**src/rtl/cpu_io_pkg.sv**
```systemverilog
// ============================================================================
// Module      : cpu_io_pkg
// Description : Shared definitions for the CPU I/O stream bridge: per-channel
//               mode encodings and a constant-foldable ceil(log2) helper.
// Ports       : none (package)
// Revision    : 1.0 - initial release
// ============================================================================
`default_nettype none

package cpu_io_pkg;

  // Per-channel mode encoding (two ConfigMem bits per channel)
  localparam logic [1:0] MODE_PASS = 2'b00;  // combinational pass-through
  localparam logic [1:0] MODE_REG  = 2'b01;  // single UserCLK flop
  localparam logic [1:0] MODE_FIFO = 2'b10;  // elastic FIFO
  localparam logic [1:0] MODE_HOLD = 2'b11;  // FIFO, output holds last dequeued value

  // ceil(log2(value)); returns 0 for value <= 1
  function automatic int clog2(input int value);
    int r;
    r = 0;
    while ((1 << r) < value) r++;
    return r;
  endfunction

  // Both FIFO modes share the MSB of the encoding
  function automatic logic is_fifo_mode(input logic [1:0] mode);
    return mode[1];
  endfunction

endpackage

`default_nettype wire

```
**src/rtl/io_chan_fifo.sv**
```systemverilog
// ============================================================================
// Module      : io_chan_fifo
// Description : Single-channel elastic FIFO with registered count, no
//               fall-through, synchronous flush and an optional hold register
//               that presents the last dequeued value while empty.
// Ports       : clk, rst_n        - clock, asynchronous active-low reset
//               flush             - clear pointers, count and hold register
//               wr_en / wr_data   - enqueue request (dropped when full unless
//                                   a read happens the same cycle)
//               rd_en / rd_data   - dequeue request (ignored when empty), head
//               empty / full      - occupancy flags
//               hold_en           - present hold register instead of stale head
// Revision    : 1.0 - initial release
// ============================================================================
`default_nettype none

module io_chan_fifo
  import cpu_io_pkg::*;
#(
  parameter int DataWidth = 4,
  parameter int FifoDepth = 4
) (
  input  logic                 clk,
  input  logic                 rst_n,
  input  logic                 flush,
  input  logic                 wr_en,
  input  logic [DataWidth-1:0] wr_data,
  input  logic                 rd_en,
  output logic [DataWidth-1:0] rd_data,
  output logic                 empty,
  output logic                 full,
  input  logic                 hold_en
);

  localparam int PTR_W = (FifoDepth > 1) ? clog2(FifoDepth) : 1;
  localparam int CNT_W = clog2(FifoDepth + 1);

  logic [DataWidth-1:0] r_mem [FifoDepth];
  logic [PTR_W-1:0]     r_wptr;
  logic [PTR_W-1:0]     r_rptr;
  logic [CNT_W-1:0]     r_count;
  logic [DataWidth-1:0] r_hold;

  logic                 w_do_rd;
  logic                 w_do_wr;

  assign empty   = (r_count == '0);
  assign full    = (r_count == CNT_W'(FifoDepth));
  assign w_do_rd = rd_en & ~empty;
  // A write into a full FIFO is still accepted when the head leaves this cycle
  assign w_do_wr = wr_en & (~full | w_do_rd);

  assign rd_data = (hold_en & empty) ? r_hold : r_mem[r_rptr];

  // Storage carries no reset; validity is tracked by the count alone
  always_ff @(posedge clk) begin
    if (w_do_wr & ~flush) begin
      r_mem[r_wptr] <= wr_data;
    end
  end

  // Pointers wrap naturally because FifoDepth is a power of two
  always_ff @(posedge clk or negedge rst_n) begin
    if (!rst_n) begin
      r_wptr  <= '0;
      r_rptr  <= '0;
      r_count <= '0;
      r_hold  <= '0;
    end else if (flush) begin
      r_wptr  <= '0;
      r_rptr  <= '0;
      r_count <= '0;
      r_hold  <= '0;
    end else begin
      if (w_do_wr) begin
        r_wptr <= r_wptr + PTR_W'(1);
      end
      if (w_do_rd) begin
        r_rptr <= r_rptr + PTR_W'(1);
        r_hold <= r_mem[r_rptr];
      end
      case ({w_do_wr, w_do_rd})
        2'b10:   r_count <= r_count + CNT_W'(1);
        2'b01:   r_count <= r_count - CNT_W'(1);
        default: r_count <= r_count;
      endcase
    end
  end

endmodule

`default_nettype wire

```
**src/rtl/cpu_io_stream_bridge.sv**
```systemverilog
// ============================================================================
// Module      : cpu_io_stream_bridge
// Description : Parametrised CPU <-> fabric I/O bridge. NumOp operand channels
//               (CPU -> fabric) and NumRes result channels (fabric -> CPU),
//               each independently configured as PASS, REG, FIFO or FIFO_HOLD.
// Ports       : UserCLK, UserRSTn        - user clock, async active-low reset
//               ConfigBits               - 2 mode bits/channel, operands first
//               OP_I/OP_valid/OP_ready   - CPU operand side
//               OP_O/OP_avail/OP_pop     - fabric operand side
//               RES_I/RES_push/RES_full  - fabric result side
//               RES_O/RES_valid/RES_ready- CPU result side
//               RES_ovf                  - sticky per-channel overflow flags
// Revision    : 1.0 - initial release
// ============================================================================
`default_nettype none

module cpu_io_stream_bridge
  import cpu_io_pkg::*;
#(
  parameter  int NumOp        = 2,
  parameter  int NumRes       = 3,
  parameter  int DataWidth    = 4,
  parameter  int FifoDepth    = 4,
  localparam int NoConfigBits = 2 * (NumOp + NumRes)
) (
  input  logic                        UserCLK,
  input  logic                        UserRSTn,
  input  logic [NoConfigBits-1:0]     ConfigBits,
  input  logic [NumOp*DataWidth-1:0]  OP_I,
  input  logic [NumOp-1:0]            OP_valid,
  output logic [NumOp-1:0]            OP_ready,
  output logic [NumOp*DataWidth-1:0]  OP_O,
  output logic [NumOp-1:0]            OP_avail,
  input  logic [NumOp-1:0]            OP_pop,
  input  logic [NumRes*DataWidth-1:0] RES_I,
  input  logic [NumRes-1:0]           RES_push,
  output logic [NumRes-1:0]           RES_full,
  output logic [NumRes*DataWidth-1:0] RES_O,
  output logic [NumRes-1:0]           RES_valid,
  input  logic [NumRes-1:0]           RES_ready,
  output logic [NumRes-1:0]           RES_ovf
);

  // --------------------------------------------------------------------------
  // Operand channels: CPU -> fabric
  // --------------------------------------------------------------------------
  for (genvar k = 0; k < NumOp; k++) begin : g_op
    logic [1:0]           w_mode;
    logic [1:0]           r_mode;
    logic                 w_is_fifo;
    logic                 w_flush;
    logic                 w_full;
    logic                 w_empty;
    logic [DataWidth-1:0] w_in;
    logic [DataWidth-1:0] r_reg;
    logic [DataWidth-1:0] w_fifo_data;
    logic [DataWidth-1:0] w_out;
    logic                 w_ready;
    logic                 w_avail;

    assign w_mode    = ConfigBits[2*k +: 2];
    assign w_in      = OP_I[k*DataWidth +: DataWidth];
    assign w_is_fifo = is_fifo_mode(w_mode);
    // Clear on a live mode change; non-FIFO modes keep the queue empty
    assign w_flush   = (r_mode != w_mode) | ~w_is_fifo;

    always_ff @(posedge UserCLK or negedge UserRSTn) begin
      if (!UserRSTn) begin
        r_mode <= '0;
        r_reg  <= '0;
      end else begin
        r_mode <= w_mode;
        r_reg  <= w_in;
      end
    end

    io_chan_fifo #(
      .DataWidth (DataWidth),
      .FifoDepth (FifoDepth)
    ) u_fifo (
      .clk     (UserCLK),
      .rst_n   (UserRSTn),
      .flush   (w_flush),
      // Operand writes require OP_ready, so no write-while-full-with-pop here
      .wr_en   (w_is_fifo & OP_valid[k] & ~w_full),
      .wr_data (w_in),
      .rd_en   (w_is_fifo & OP_pop[k]),
      .rd_data (w_fifo_data),
      .empty   (w_empty),
      .full    (w_full),
      .hold_en (w_mode == MODE_HOLD)
    );

    always_comb begin
      w_out   = w_fifo_data;
      w_ready = ~w_full;
      w_avail = ~w_empty;
      case (w_mode)
        MODE_PASS: begin
          w_out   = w_in;
          w_ready = 1'b1;
          w_avail = 1'b1;
        end
        MODE_REG: begin
          w_out   = r_reg;
          w_ready = 1'b1;
          w_avail = 1'b1;
        end
        default: ;
      endcase
    end

    assign OP_O[k*DataWidth +: DataWidth] = w_out;
    assign OP_ready[k]                    = w_ready;
    assign OP_avail[k]                    = w_avail;
  end

  // --------------------------------------------------------------------------
  // Result channels: fabric -> CPU
  // --------------------------------------------------------------------------
  for (genvar j = 0; j < NumRes; j++) begin : g_res
    logic [1:0]           w_mode;
    logic [1:0]           r_mode;
    logic                 w_is_fifo;
    logic                 w_changed;
    logic                 w_flush;
    logic                 w_full;
    logic                 w_empty;
    logic [DataWidth-1:0] w_in;
    logic [DataWidth-1:0] r_reg;
    logic [DataWidth-1:0] w_fifo_data;
    logic [DataWidth-1:0] w_out;
    logic                 w_valid;
    logic                 w_full_out;
    logic                 w_drop;
    logic                 r_ovf;

    assign w_mode    = ConfigBits[2*(NumOp+j) +: 2];
    assign w_in      = RES_I[j*DataWidth +: DataWidth];
    assign w_is_fifo = is_fifo_mode(w_mode);
    assign w_changed = (r_mode != w_mode);
    assign w_flush   = w_changed | ~w_is_fifo;
    // Entry is lost only when full and the CPU does not free a slot this cycle
    assign w_drop    = w_is_fifo & RES_push[j] & w_full & ~(RES_ready[j] & ~w_empty);

    always_ff @(posedge UserCLK or negedge UserRSTn) begin
      if (!UserRSTn) begin
        r_mode <= '0;
        r_reg  <= '0;
        r_ovf  <= 1'b0;
      end else begin
        r_mode <= w_mode;
        r_reg  <= w_in;
        if (w_changed) begin
          r_ovf <= 1'b0;
        end else if (w_drop) begin
          r_ovf <= 1'b1;
        end
      end
    end

    io_chan_fifo #(
      .DataWidth (DataWidth),
      .FifoDepth (FifoDepth)
    ) u_fifo (
      .clk     (UserCLK),
      .rst_n   (UserRSTn),
      .flush   (w_flush),
      .wr_en   (w_is_fifo & RES_push[j]),
      .wr_data (w_in),
      .rd_en   (w_is_fifo & RES_ready[j]),
      .rd_data (w_fifo_data),
      .empty   (w_empty),
      .full    (w_full),
      .hold_en (w_mode == MODE_HOLD)
    );

    always_comb begin
      w_out      = w_fifo_data;
      w_valid    = ~w_empty;
      w_full_out = w_full;
      case (w_mode)
        MODE_PASS: begin
          w_out      = w_in;
          w_valid    = 1'b1;
          w_full_out = 1'b0;
        end
        MODE_REG: begin
          w_out      = r_reg;
          w_valid    = 1'b1;
          w_full_out = 1'b0;
        end
        default: ;
      endcase
    end

    assign RES_O[j*DataWidth +: DataWidth] = w_out;
    assign RES_valid[j]                    = w_valid;
    assign RES_full[j]                     = w_full_out;
    assign RES_ovf[j]                      = r_ovf;
  end

endmodule

`default_nettype wire

```
**config.mk**
```make
export PLATFORM = sky130hd
export DESIGN_NAME = cpu_io_stream_bridge
export DESIGN_NICKNAME = d
export VERILOG_FILES = /design/src/rtl/cpu_io_pkg.sv /design/src/rtl/io_chan_fifo.sv /design/src/rtl/cpu_io_stream_bridge.sv
export SDC_FILE = /design/constraint.sdc
export NUM_CORES = 1
export LEC_CHECK = 0
export CELL_PAD_IN_SITES_DETAIL_PLACEMENT = 0
export CELL_PAD_IN_SITES_GLOBAL_PLACEMENT = 1
export CORE_ASPECT_RATIO = 0.9
export CORE_MARGIN = 3
export CORE_UTILIZATION = 40
export DETAILED_ROUTE_END_ITERATION = 12
export DONT_BUFFER_PORTS = 1
export MAX_ROUTING_LAYER = met4
export PLACE_DENSITY = 0.7
export SETUP_SLACK_MARGIN = 0.4
export SYNTH_ARGS = -nofsm -noshare
export SYNTH_HDL_FRONTEND = slang
export SYNTH_SLANG_ARGS = --single-unit
export TNS_END_PERCENT = 1
```
**constraint.sdc**
```tcl
create_clock -name UserCLK -period 2.15 [get_ports UserCLK]
set_input_delay 0.43 -clock UserCLK [delete_from_list [all_inputs] [get_ports UserCLK]]
set_output_delay 0.43 -clock UserCLK [all_outputs]
set_load 0.01 [all_outputs]
```
# == Yosys cells after proc, flatten, opt, wreduce, memory -nomap -nowiden ==
# Memory sizes are Yosys's and may differ from the RTL's.
# Cells that the tools add are included.
# totals
elab_cells,271
out_inout_bits,33
regBits,88
mem_bits_rw,80
latch_bits,0
input_bits,42
mem_count,5
mem_bits_ro,0
# memory_table
name,words,width,read_ports,rd_clocked_by_memory_dff,write_ports,line,rtl
g_op[0].u_fifo.r_mem,4,4,1,0,1,io_chan_fifo.sv:38,logic [DataWidth-1:0] r_mem [FifoDepth];
g_op[1].u_fifo.r_mem,4,4,1,0,1,io_chan_fifo.sv:38,
g_res[0].u_fifo.r_mem,4,4,1,0,1,io_chan_fifo.sv:38,
g_res[1].u_fifo.r_mem,4,4,1,0,1,io_chan_fifo.sv:38,
g_res[2].u_fifo.r_mem,4,4,1,0,1,io_chan_fifo.sv:38,
# op_classes
mux,76
mul,0
addsub,20
order_cmp,0
n_reduce_logical,33
bitwise_logic,74
shift,0
n_div,0
n_eq_ne,30
# ops
operator,n
4-bit 2-to-1 mux,15
1-bit bitwise AND,41
2-bit 2-to-1 mux,20
4-bit one-hot mux with 2 select lines,5
3-bit one-hot mux with 2 select lines,5
1-bit 2-to-1 mux,26
2-bit nonzero test,13
1-bit inverter,23
"2-bit by 1-bit adder with 2-bit output, second input constant",10
"2-bit by 1-bit equality test with 1-bit output, second input constant",10
"2-bit equality test, second input constant",10
"3-bit by 1-bit adder with 3-bit output, second input constant",5
"3-bit equality test, second input constant",5
3-bit zero test,5
3-bit 2-to-1 mux,5
3-bit nonzero test,5
"3-bit by 1-bit subtractor with 3-bit output, second input constant",5
2-bit zero test,5
2-bit != test,5
1-bit OR,10
2-bit OR reduction,5

# == Logic depth before layout (Yosys ltp) ==
# depth
ltp_word,8
depth_mapped,9
mapped_depth_nobuf,8

# == Hierarchy ==
# A second synthesis with hierarchy kept.
# hier_totals
cells_unflattened,676
area_unflattened_um2,8516.9
# modules_own_cells
module,seq_area_each_um2,cells_each,instances,area_per_inst_um2
io_chan_fifo at g_op[1].u_fifo ...,755.7,101,2,1368.8
cpu_io_stream_bridge,825.8,168,1,1676.6
io_chan_fifo at g_op[0].u_fifo,755.7,104,1,1372.6
io_chan_fifo at g_res[1].u_fifo,755.7,101,1,1366.3
io_chan_fifo at g_res[2].u_fifo,755.7,101,1,1363.8

# == Worst setup path after synthesis ==
# OpenSTA, ideal clock, no wires.
# synth_timing
path_kind,register to register
from,reg g_res[1].u_fifo.r_count[0]
to,reg g_res[1].u_fifo.r_count[2]
required_time_ns,2.069
slack_ns,-0.082
setup_time_ns,0.081
synth_period_minus_slack_ns,2.232
arrival_time_ns,2.151
path_stages_with_launch,8
n_path_buf,0
path_cell_list,dfrtp_1 > o31ai_4 > nor2_1 > ha_1 > fa_1 > xnor2_1 > or3_1 > a21oi_1
# synth_via
elab_chain_cells,8
elab_cells_between_ends,14
classes_between,add/sub (2); eq/ne (3); mux (2); bitwise (5); reduce/logical (2)
# synth_lines
element,line,rtl
"start, declared",io_chan_fifo.sv:41,logic [CNT_W-1:0] r_count;
"start signal, assigned",io_chan_fifo.sv:83,2'b10: r_count <= r_count + CNT_W'(1);
"start signal, assigned",io_chan_fifo.sv:84,2'b01: r_count <= r_count - CNT_W'(1);
"start signal, assigned",io_chan_fifo.sv:85,default: r_count <= r_count;
3-bit zero test,io_chan_fifo.sv:47,assign empty = (r_count == '0);
1-bit inverter,io_chan_fifo.sv:49,assign w_do_rd = rd_en & ~empty;
1-bit bitwise AND,io_chan_fifo.sv:49,
1-bit OR,io_chan_fifo.sv:51,assign w_do_wr = wr_en & (~full | w_do_rd);
1-bit bitwise AND,io_chan_fifo.sv:51,
2-bit by 1-bit equality test with 1-bit output or 2-bit equality test (tied branches),io_chan_fifo.sv:82,"case ({w_do_wr, w_do_rd})"
3-bit one-hot mux with 2 select lines,io_chan_fifo.sv:82,
3-bit 2-to-1 mux,io_chan_fifo.sv:69,end else if (flush) begin
# Parallel ways exist; a longest one is shown, timed or not.
# A chain may end at the register's enable or synchronous reset.

# == Final worst setup path ==
# layout_timing
from,reg g_op[1].u_fifo.r_rptr[0]
to,out OP_O[7]
# layout_via
elab_chain_cells,3
# layout_lines
element,line,rtl
"start, declared",io_chan_fifo.sv:40,logic [PTR_W-1:0] r_rptr;
"start signal, assigned",io_chan_fifo.sv:79,r_rptr <= r_rptr + PTR_W'(1);
memory 4 x 4 bit,-,
4-bit 2-to-1 mux,io_chan_fifo.sv:53,assign rd_data = (hold_en & empty) ? r_hold : r_mem[r_rptr];
4-bit one-hot mux with 2 select lines,cpu_io_stream_bridge.sv:98,case (w_mode)
"end, declared",cpu_io_stream_bridge.sv:32,"output logic [NumOp*DataWidth-1:0] OP_O,"
# No other way between the ends.

==> impl_results.md <==
- Max Fanout on Critical Path: 6
- DP Wirelength: around 11 mm
- Achievable frequency: 441.4 MHz
- Multi-input combinational cell area: about 3100 µm²
- Final Hold Fails: between 80 and 90
- Number of buffers added on ports: 0
- Largest net degree at the start of global routing: a little under 90
- Number of sinks driven by the clock tree: about 170
- Fraction of registers with async set/reset: 52.38%
- FF-to-FF Start: g_op[1].u_fifo.r_count[1]$_DFFE_PN0P_
- Post-route insts no fill: ~850
- Largest stage delay on the critical path: ~0.55 ns
- Largest Register: g_res.u_fifo.r_mem
- # rows: 47
- IO Count: 75
- Sum of routed wire length over all layers: roughly 15 mm
- Number of max-slew violations in the final report: 0
- Detail-routed via count per cell: roughly 5.3
- Final worst path period need: approximately 2.3 ns
- Status: finished, violations left
- Global-route wire length before repair: approximately 26 mm
- Most area-consuming cells after synthesis: edfxtp_1 31%, dfrtp_1 28%, mux4_2 5.7%
- Leading registers by flop count: g_res.u_fifo.r_mem x48, g_op.u_fifo.r_mem x32
- Maximum clock skew at final layout: 0.008531 ns
- Synthesized net count: 655
- Net total in the final layout: roughly 660
- Ratio of final minimum period to clock period: 105.4%
- Number of placed instances with taps included: a little over 800
- Gate count of the mapped netlist: ~600
- Worst-path cell with the longest stage delay: mux4_2
- Type of the most critical hold path: in2async
- Setup repair after global routing missed its margin: true
- Number of antenna violations at the first check in global routing: 0
- Worst Setup EP: OP_O[7]
- Final weighted congestion in routability-driven placement: ~0.78
- Data arrival time of the critical path: ~1.8 ns
- Number of flops mapped to enable cells by yosys: 80
- Via total after detailed routing: roughly 4.5k
- # fillers: ~1.7k
- Depth of the worst register-to-register path: 7
- Peak ir drop on the vdd network: about 0.00057 V
- Clock tree root driver cell: clkbuf_16
- Path type of the worst setup path: reg2out
- Unique cell type count in the Yosys netlist: 50
- Post-Synthesis Cell Area: between 7000 and 8000 µm²
- Via count of the first global-routing pass: roughly 4.9k
- Place WS: 0.08299 ns
- Floorplan die area: ~21,000 µm²
- Setup slack of the critical path after layout: -0.1156 ns
- CP cell instances: mux4_2 -> a221o_1
- Final-report setup violation count: 20
- Standard cell core area: 18,820 µm²
- Smallest hold slack: -0.2930 ns
- Post-route antenna net violation count: 0
- Clk slew on worst S/H paths: about 0.070 ns
- Number of stages on the worst setup path: 2
- Count of TritonRoute iterations in the first routing pass: 6
- Total routing resource utilization after global routing: roughly 15%
- Insertion delay to the later sink of the worst-skew pair: roughly 0.42 ns
- Required time at the worst-slack endpoint: approximately 1.7 ns
- Synthesized area per cell: ~13 µm²
- CTS tree: built
- Seq/Total Area, Yosys: 58.66%
- CTS Buf Count: 17
- Die Y-Extent: ~140 µm
- Worst rel slew slack: about two thirds
- Die Width: 153.7 µm
- Layout cell share with drive strength beyond 1: 23.46%
- Yosys synthesis warning count: 0
- Flop-to-flop setup slack: roughly 0.02 ns
- Violations in the final reports: hold timing, setup timing
- Number of H-tree levels: 4
- Count of inserted antenna diode cells: 0
- Register Area: 4624 µm²
- Library cell with the largest summed area after synthesis: edfxtp_1
- FF+latch count, synth: around 170
- Worst path bufs/invs: 0
- Reg2Reg Capture Point: g_op[1].u_fifo.r_count[2]$_DFFE_PN0P_
- Top FF cell, synth: dfrtp_1
- Pwr dens: roughly 760 nW/µm²
- Flip-flop count of the largest register after layout: 48
- Kind of start point of the critical path: flip-flop
- Initial core utilization: 41.71%
- Drt drc: 0
- Aggregate global routing overflow: 0
- Transition time at the pin with the least slew margin: about 0.52 ns
- Worst setup startpoint: g_op[1].u_fifo.r_rptr[0]$_DFFE_PN0P_
- Buffers from clock root to sink, at most: 2
- Signed area change from the synthesized netlist to the final layout: 13.20%
- Leakage power: roughly 0.0035 µW
- Post-synth top area share: slightly above 30%
- CP top delay family: multiplexers
- Max-cap violation count: 0
- Final routed wire length divided by cell count: between 15 and 20 µm
- Starting DRT DRC Count: 237
- Worst Setup End Kind: output port
## how the worst min path moves through the flow
stage	end	start	cells past startpoint
5_1_grt	g_res[2].u_fifo.r_hold[0]$_DFFE_PN0P_	UserRSTn	0
4_1_cts	g_res[2].u_fifo.r_hold[1]$_DFFE_PN0P_	UserRSTn	0
3_5_place_dp	g_res[2].u_fifo.r_count[2]$_DFFE_PN0P_	UserRSTn	0
6_report	g_res[2].u_fifo.r_count[2]$_DFFE_PN0P_	UserRSTn	0
2_1_floorplan	g_op[0].r_mode[0]$_DFF_PN0_	UserRSTn	0
3_3_place_gp	g_res[2].u_fifo.r_count[2]$_DFFE_PN0P_	UserRSTn	0
## routing by layer
layer	routed length (µm)	track usage (%)
met5	0	-
met3	758	4.368
met2	7452	24.16
met1	6584	19.01
met4	204	4.275
## through the flow
step,cell area [µm²],utilization (%),power [µW],hold WS (ns),setup TNS [ns]
finish,8885,47.21,6729,-0.2930,-1.602
global route,8885,47.21,6988,-0.3275,-3.470
CTS,8833,46.94,6800,-0.3187,-2.368
detailed placement,8133,43.22,3800,0.1392,0
global placement,8133,43.22,3790,0.1390,0
floorplan,7931,-,3770,0.1344,0
## cell type report
class                   instances  share of cell area (%)
inverters                      21                  0.8872
well taps                     245                   3.450
clock inverters                14                   1.549
multi-input cells             358                   35.05
repair buffers                 22                   2.070
flip-flops and latches        168                   52.05
clock buffers                  18                   4.943
## cells by family after synthesis
kind of cell	Yosys count	share of synthesized area, %
buffers and inverters	58	3.842
DFF	168	58.66
muxes	63	11.24
and+or+nand+nor	176	11.02
xor gates and xnor gates	30	3.348
AOI/OAI and AO/OA	60	6.791
adders and majority gates	29	5.101
## placed cells by master, fill, tap and decap left out, types with 8 or more instances in the layout
cell type  synthesis  routed
edfxtp_1          80      80
nor2_1            82      78
dfrtp_1           88      72
mux2i_1           42      42
nand2_1           27      27
mux4_2            20      20
a221o_1           20      20
ha_1              24      20
inv_1             19      17
clkbuf_16          0      17
buf_4             13      17
xnor2_1           19      16
dfrtp_2            0      16
a21oi_1           15      15
xor2_1            11      11
and3_1            10      10
nand3_1            9       8
## report_power, final
part	internal [µW]	switching, µW
registers	3410	22.9
logic	142	168
clock network	1660	1320
total	5210	1510
## synthesized netlist by cell type (10+ instances only)
| library cell | instances |
|---|---|
| mux4_2 | 20 |
| a221o_1 | 20 |
| mux2i_1 | 42 |
| xor2_1 | 11 |
| nor2_1 | 82 |
| inv_1 | 19 |
| xnor2_1 | 19 |
| and2_1 | 12 |
| a21oi_1 | 15 |
| nand2_1 | 27 |
| buf_2 | 16 |
| buf_4 | 13 |
| ha_1 | 24 |
| dfrtp_1 | 88 |
| edfxtp_1 | 80 |
| and3_1 | 10 |
## repair_timing
action	CTS	global route
endpoints found under the hold margin	88	88
endpoints found under the setup margin	60	81
setup buffers	3	3
pin swaps	30	17
gates resized for setup	39	11
No activity file was read; power rests on OpenSTA's default activity.
